### config.mk
export PLATFORM = sky130hd
export DESIGN_NAME = mem_port_arbiter
export DESIGN_NICKNAME = d
export VERILOG_FILES = /design/src/rtl/mem_port_arbiter.sv
export SDC_FILE = /design/constraint.sdc
export NUM_CORES = 1
export LEC_CHECK = 0
export ABC_AREA = 1
export ABC_CLOCK_PERIOD_IN_PS = 1710
export BUFFER_PORTS_ARGS = -buffer_cell sky130_fd_sc_hd__buf_2
export CAP_MARGIN = 30
export CORE_ASPECT_RATIO = 0.8
export CORE_MARGIN = 8
export CORE_UTILIZATION = 48
export DETAILED_ROUTE_END_ITERATION = 10
export GPL_TIMING_DRIVEN = 0
export PLACE_DENSITY = 0.81
export SYNTH_ARGS = -nofsm -noshare
export SYNTH_HDL_FRONTEND = slang
export SYNTH_SLANG_ARGS = --single-unit
### constraint.sdc
create_clock -name clk -period 1.71 [get_ports clk]
set_input_delay 0.171 -clock clk [delete_from_list [all_inputs] [get_ports clk]]
set_output_delay 0.171 -clock clk [all_outputs]
set_load 0.02 [all_outputs]
### src/rtl/mem_port_arbiter.sv
// -----------------------------------------------------------------------------
// mem_port_arbiter
//
// Shares one single-port instruction/data RAM between the instruction fetch
// requester and the data load/store requester. One requester is granted at a
// time. The RAM address, enables and write data are registered and held for
// the whole access. Completion is signalled with a one-cycle ready pulse on
// the granted side.
//
// Access sequence: IDLE -> ACCESS (RAM_LATENCY cycles) -> RESP (1 cycle) -> IDLE
//
// Optional feature macro: MEM_ARB_ROUND_ROBIN_EN
//   undefined : DATA always beats FETCH when both are pending in IDLE.
//   defined   : a contended grant goes to the side not granted last.
//               The last-grant flag resets to DATA.
//
// Ports
//   clk, rst            clock; synchronous active-high reset
//   i_req/i_addr        fetch request (held until i_ready) and PC address
//   i_ready/i_data      fetch done pulse; registered instruction word
//   d_read/d_write      load/store request (held until d_ready); both = store
//   d_addr/d_wdata      data address and store data
//   d_ready/d_rdata     data done pulse; registered load data
//   ram_addr/ram_ren/
//   ram_wen/ram_wdata   registered RAM controls
//   ram_rdata           RAM read data
//   busy                high while in ACCESS or RESP
// -----------------------------------------------------------------------------
module mem_port_arbiter #(
  parameter int ADDR_W      = 12,
  parameter int DATA_W      = 32,
  parameter int RAM_LATENCY = 2    // legal range 1..15
) (
  input  logic              clk,
  input  logic              rst,
  input  logic              i_req,
  input  logic [ADDR_W-1:0] i_addr,
  output logic              i_ready,
  output logic [DATA_W-1:0] i_data,
  input  logic              d_read,
  input  logic              d_write,
  input  logic [ADDR_W-1:0] d_addr,
  input  logic [DATA_W-1:0] d_wdata,
  output logic              d_ready,
  output logic [DATA_W-1:0] d_rdata,
  output logic [ADDR_W-1:0] ram_addr,
  output logic              ram_ren,
  output logic              ram_wen,
  output logic [DATA_W-1:0] ram_wdata,
  input  logic [DATA_W-1:0] ram_rdata,
  output logic              busy
);

  localparam int CNT_W = 4;

  typedef enum logic [1:0] {
    S_IDLE   = 2'd0,
    S_ACCESS = 2'd1,
    S_RESP   = 2'd2
  } state_t;

  typedef enum logic {
    G_FETCH = 1'b0,
    G_DATA  = 1'b1
  } grant_t;

  state_t             state_q,     state_d;
  logic [CNT_W-1:0]   cnt_q,       cnt_d;
  grant_t             grant_q,     grant_d;
  logic               store_q,     store_d;
  logic [ADDR_W-1:0]  ram_addr_q,  ram_addr_d;
  logic               ram_ren_q,   ram_ren_d;
  logic               ram_wen_q,   ram_wen_d;
  logic [DATA_W-1:0]  ram_wdata_q, ram_wdata_d;
  logic [DATA_W-1:0]  i_data_q,    i_data_d;
  logic [DATA_W-1:0]  d_rdata_q,   d_rdata_d;
  logic               i_ready_q,   i_ready_d;
  logic               d_ready_q,   d_ready_d;

  logic d_pending;
  logic pick_data;

  assign d_pending = d_read | d_write;

`ifdef MEM_ARB_ROUND_ROBIN_EN
  grant_t last_q, last_d;

  // Under contention, alternate away from whoever was served last.
  always_comb begin
    if (d_pending && i_req) pick_data = (last_q == G_FETCH);
    else                    pick_data = d_pending;
  end
`else
  // Fixed priority: the core is stalled on data, so data must not starve.
  always_comb begin
    pick_data = d_pending;
  end
`endif

  // NOTE: every combinational output gets a default first so no path through
  // the case statement can leave a value unassigned and infer a latch.
  always_comb begin
    state_d     = state_q;
    cnt_d       = cnt_q;
    grant_d     = grant_q;
    store_d     = store_q;
    ram_addr_d  = ram_addr_q;
    ram_ren_d   = ram_ren_q;
    ram_wen_d   = ram_wen_q;
    ram_wdata_d = ram_wdata_q;
    i_data_d    = i_data_q;
    d_rdata_d   = d_rdata_q;
    i_ready_d   = 1'b0;
    d_ready_d   = 1'b0;
`ifdef MEM_ARB_ROUND_ROBIN_EN
    last_d      = last_q;
`endif

    unique case (state_q)
      S_IDLE: begin
        if (i_req || d_pending) begin
          cnt_d   = CNT_W'(RAM_LATENCY - 1);
          state_d = S_ACCESS;
          if (pick_data) begin
            grant_d    = G_DATA;
            ram_addr_d = d_addr;
            // A simultaneous read+write is treated as a store.
            store_d    = d_write;
            ram_wen_d  = d_write;
            ram_ren_d  = ~d_write;
            if (d_write) ram_wdata_d = d_wdata;
          end else begin
            grant_d    = G_FETCH;
            ram_addr_d = i_addr;
            store_d    = 1'b0;
            ram_wen_d  = 1'b0;
            ram_ren_d  = 1'b1;
          end
`ifdef MEM_ARB_ROUND_ROBIN_EN
          last_d = pick_data ? G_DATA : G_FETCH;
`endif
        end
      end

      S_ACCESS: begin
        // Requester inputs are not looked at here: the grant is committed.
        if (cnt_q == '0) begin
          if (grant_q == G_FETCH)  i_data_d  = ram_rdata;
          else if (!store_q)       d_rdata_d = ram_rdata;
          ram_ren_d = 1'b0;
          ram_wen_d = 1'b0;
          i_ready_d = (grant_q == G_FETCH);
          d_ready_d = (grant_q == G_DATA);
          state_d   = S_RESP;
        end else begin
          cnt_d = cnt_q - 1'b1;
        end
      end

      S_RESP: begin
        // Ready is high for this one cycle; the extra IDLE cycle that follows
        // lets the requester drop its request before it could be re-granted.
        state_d = S_IDLE;
      end

      default: state_d = S_IDLE;
    endcase
  end

  // NOTE: sequential state uses non-blocking assignments so every register
  // samples its _d value from before the edge, independent of block order.
  always_ff @(posedge clk) begin
    if (rst) begin
      state_q     <= S_IDLE;
      cnt_q       <= '0;
      grant_q     <= G_FETCH;
      store_q     <= 1'b0;
      ram_addr_q  <= '0;
      ram_ren_q   <= 1'b0;
      ram_wen_q   <= 1'b0;
      ram_wdata_q <= '0;
      i_data_q    <= '0;
      d_rdata_q   <= '0;
      i_ready_q   <= 1'b0;
      d_ready_q   <= 1'b0;
`ifdef MEM_ARB_ROUND_ROBIN_EN
      last_q      <= G_DATA;
`endif
    end else begin
      state_q     <= state_d;
      cnt_q       <= cnt_d;
      grant_q     <= grant_d;
      store_q     <= store_d;
      ram_addr_q  <= ram_addr_d;
      ram_ren_q   <= ram_ren_d;
      ram_wen_q   <= ram_wen_d;
      ram_wdata_q <= ram_wdata_d;
      i_data_q    <= i_data_d;
      d_rdata_q   <= d_rdata_d;
      i_ready_q   <= i_ready_d;
      d_ready_q   <= d_ready_d;
`ifdef MEM_ARB_ROUND_ROBIN_EN
      last_q      <= last_d;
`endif
    end
  end

  assign i_ready   = i_ready_q;
  assign d_ready   = d_ready_q;
  assign i_data    = i_data_q;
  assign d_rdata   = d_rdata_q;
  assign ram_addr  = ram_addr_q;
  assign ram_ren   = ram_ren_q;
  assign ram_wen   = ram_wen_q;
  assign ram_wdata = ram_wdata_q;
  assign busy      = (state_q != S_IDLE);

endmodule

==> results.yml <==
placement:
  place.gp.congestion: 0.837
  numPortBuffers: 205
  dp_hpwl_mm: 11.2
clock_network:
  cts_tree: "yes"
  worstSkewPairLatency_ps: 410
  clockBufferDepth: 2
  cts_buffers: 17
  cts_root_buf: "clkbuf_16"
  htree_levels: 4
  clk_pin_slew_worst_paths_ps: 50
  cts.sinks: 120
timing:
  worst_pin_slew_ps: 540
  setup_viol: 0
  period_share: 0.925
  fmax_mhz: 632
  slew_headroom: 0.640
  rsz0062_at_grt: "false"
  hold_viol: 0
  finalCriticalPeriod_ps: 1580
  fin_skew_ps: 7.64
  finalSetupTns_ps: 0
  final_max_slew_viol_count: 0
critical_path:
  cp-start-kind: "primary input"
  cp_common_cell: "buf_2"
  max_stage_delay_ps: 540
  cp_slowest_cell: "dlygate4sd3_1"
  crit_arrival_ps: 1930
  critPathRequiredTime_ps: 2050
  crit_chain: "dlygate4sd3_1 > buf_2 > inv_2 > buf_2 > buf_1 > nand2_1 > nor2_1"
  rr_startpoint: "cnt_q[0]"
  cp_max_fo: 10
  endpoint_kind: "register"
  path_class: "primary input to register"
  crit_start: "rst"
die:
  io_pins: 206
  die_x_um: 128
  die_h_um: 106
  core_area_um2: 9730
  dieArea_um2: 13500
  initial_core_util: 0.496
  num_rows: 32
drt:
  wl_per_cell_um: 14.8
  routed_wirelength_mm: 16.2
  vias: 5348
  drt_iter0_drc: 395
  drc: 0
  vias_per_cell: 4.89
  ant_nets: 0
  first_pass_iters: 4
logic_synthesis:
  synth-compound-area-share: 0.0529
  synthAdderAreaFrac: 0.00519
  synth_area_leaders: "dfxtp_1 (50%), nor2_1 (16%), nand2_1 (11%)"
  ys.warnings.count: 0
  synth_top_family_by_area: "simple AND/OR/NAND/NOR gates"
  synthCells: 690
  synth-seq-cells: 120
  synth.largest_area_cell: "dfxtp_1"
  seq_area_frac_synth: 0.498
  ys_types: 18
  synth_area_um2: 4830
  synth_mux_area_frac: 0
  synth_fp_nets: 785
  synth_simple_gate_area_frac: 0.362
  syn_avg_cell_area_um2: 6.99
  netlist.area_leader.share: 0.498
  synthXorXnorAreaFrac: 0
grt:
  grtUsageMet2: 0.382
  antenna_found_initial: 0
  grt_pass1_vias: 5349
  grt_start_max_net_pins: 17
  grt_pass1_wl_mm: 26.1
  grt_overflow_total: 0
  grt_use_total: 0.239
  gr-usage-met3: 0.110
  met1_usage: 0.277
  grt-busiest-layer: "met2"
final_layout:
  layout.nets: 1040
  final_cell_mix: "buf_2 (217), nor2_1 (201), nand2_1 (144), dfxtp_1 (120), nand3_1 (71)"
  layout-area-overhead-vs-synth_pct: 43.8
  drive_gt1_frac: 0.290
  post-route-util: 0.713
  final_common_cell: "buf_2"
  diodes: 0
hold_path:
  hp-start: "d_wdata[20]"
  worstHoldPathType: "primary input to register"
status:
  status: "finished clean"
pwr:
  p_comb_frac: 0.254
  clock_power_share: 0.389
  power.internal_mw: 6.44
  power_density_nw_per_um2: 1360
  p_seq_frac: 0.357
  switching_share: 0.320
  ir_drop_v: 0.000924
  p_leak_nw: 3.63
  p_switching_mw: 3.03
flow_run:
  max_cap_viol_count: 0
==> worst paths after layout <==
path                                       to  slack, ps  depth (start not counted)
worst max-delay path               i_data[24]        130                          7
worst min-delay path            ram_wdata[20]         20                          3
worst max register to register     i_data[24]        160                          8
worst min register to register    ram_addr[4]        460                          2
==> flip-flops by register name, summed over array words and instances (netlist names), 2 cells and up <==
| register | cells |
|---|---|
| cnt_q | 4 |
| d_rdata | 32 |
| i_data | 32 |
| ram_addr | 12 |
| ram_wdata | 32 |
| state_q | 2 |
==> layout make-up <==
class                           count  area [um2]
Clock inverter                      7         115
Buffer                             41         215
Tap cell                          136         170
Sequential cell                   120        2400
Timing Repair Buffer              235        1320
Fill cell                         776        2790
Inverter                           49         184
Multi-Input combinational cell    481        2040
Clock buffer                       25         495
==> synthesized netlist by cell type <==
master and instances:
o21ai_1 4, nor2_1 202, nor2_2 3, buf_4 12
nor3_1 2, clkbuf_1 8, dfxtp_1 120, ha_1 2
nand2_1 144, buf_2 12, nand3_4 1, inv_2 7
a21oi_1 19, buf_1 9, nor2_4 4, inv_1 42
nand3_1 71, o21ai_0 28
==> worst max-delay path, delay by kind of cell <==
kind	cells	cell delay, ps
buffers and inverters	5	1540
and+or+nand+nor	2	210
==> power by group through the flow <==
stage | logic [mW] | registers (mW) | clock network [mW]
after global placement | 2.26 | 3.41 | 0
after global routing | 2.65 | 3.42 | 3.86
after CTS | 2.35 | 3.37 | 3.71
after floorplan | 1.11 | 3.82 | 0
after detailed placement | 2.29 | 3.42 | 0
final | 2.40 | 3.38 | 3.68
==> routing by layer <==
metal | share of wire | vias to the layer above | routed length (um)
met5 | 0 | - | 0
met4 | 0.017 | 0 | 280
met3 | 0.11 | 27 | 1760
met2 | 0.46 | 226 | 7410
met1 | 0.42 | 2443 | 6780
li1 | - | 2652 | -
==> per-stage QoR <==
stage          total power, mW  hold WS [ps]  setup WS [ps]  area [um2]  cells
4_1_cts                   9.42        0.0439           94.4        6910   1091
5_1_grt                   9.93          3.34          0.992        6940   1094
6_report                  9.46          18.1            128        6940   1094
3_5_place_dp              5.70           401           97.1        6020   1031
3_3_place_gp              5.67           391            118        6020   1031
2_1_floorplan             4.93           248            337        4830    690
==> logic make-up after synthesis <==
kind of cell | after synthesis
adders and majority gates | 2
buffers and inverters | 90
and+or+nand+nor | 427
AOI/OAI and AO/OA | 51
DFF | 120
==> what timing repair did <==
item	CTS	global route
resized for setup	0	3
hold buffers	28	0
setup buffers	0	2
hold endpoints to repair	29	0
setup endpoints to repair	0	60
Note: power is estimated with default switching activity, not from simulation.
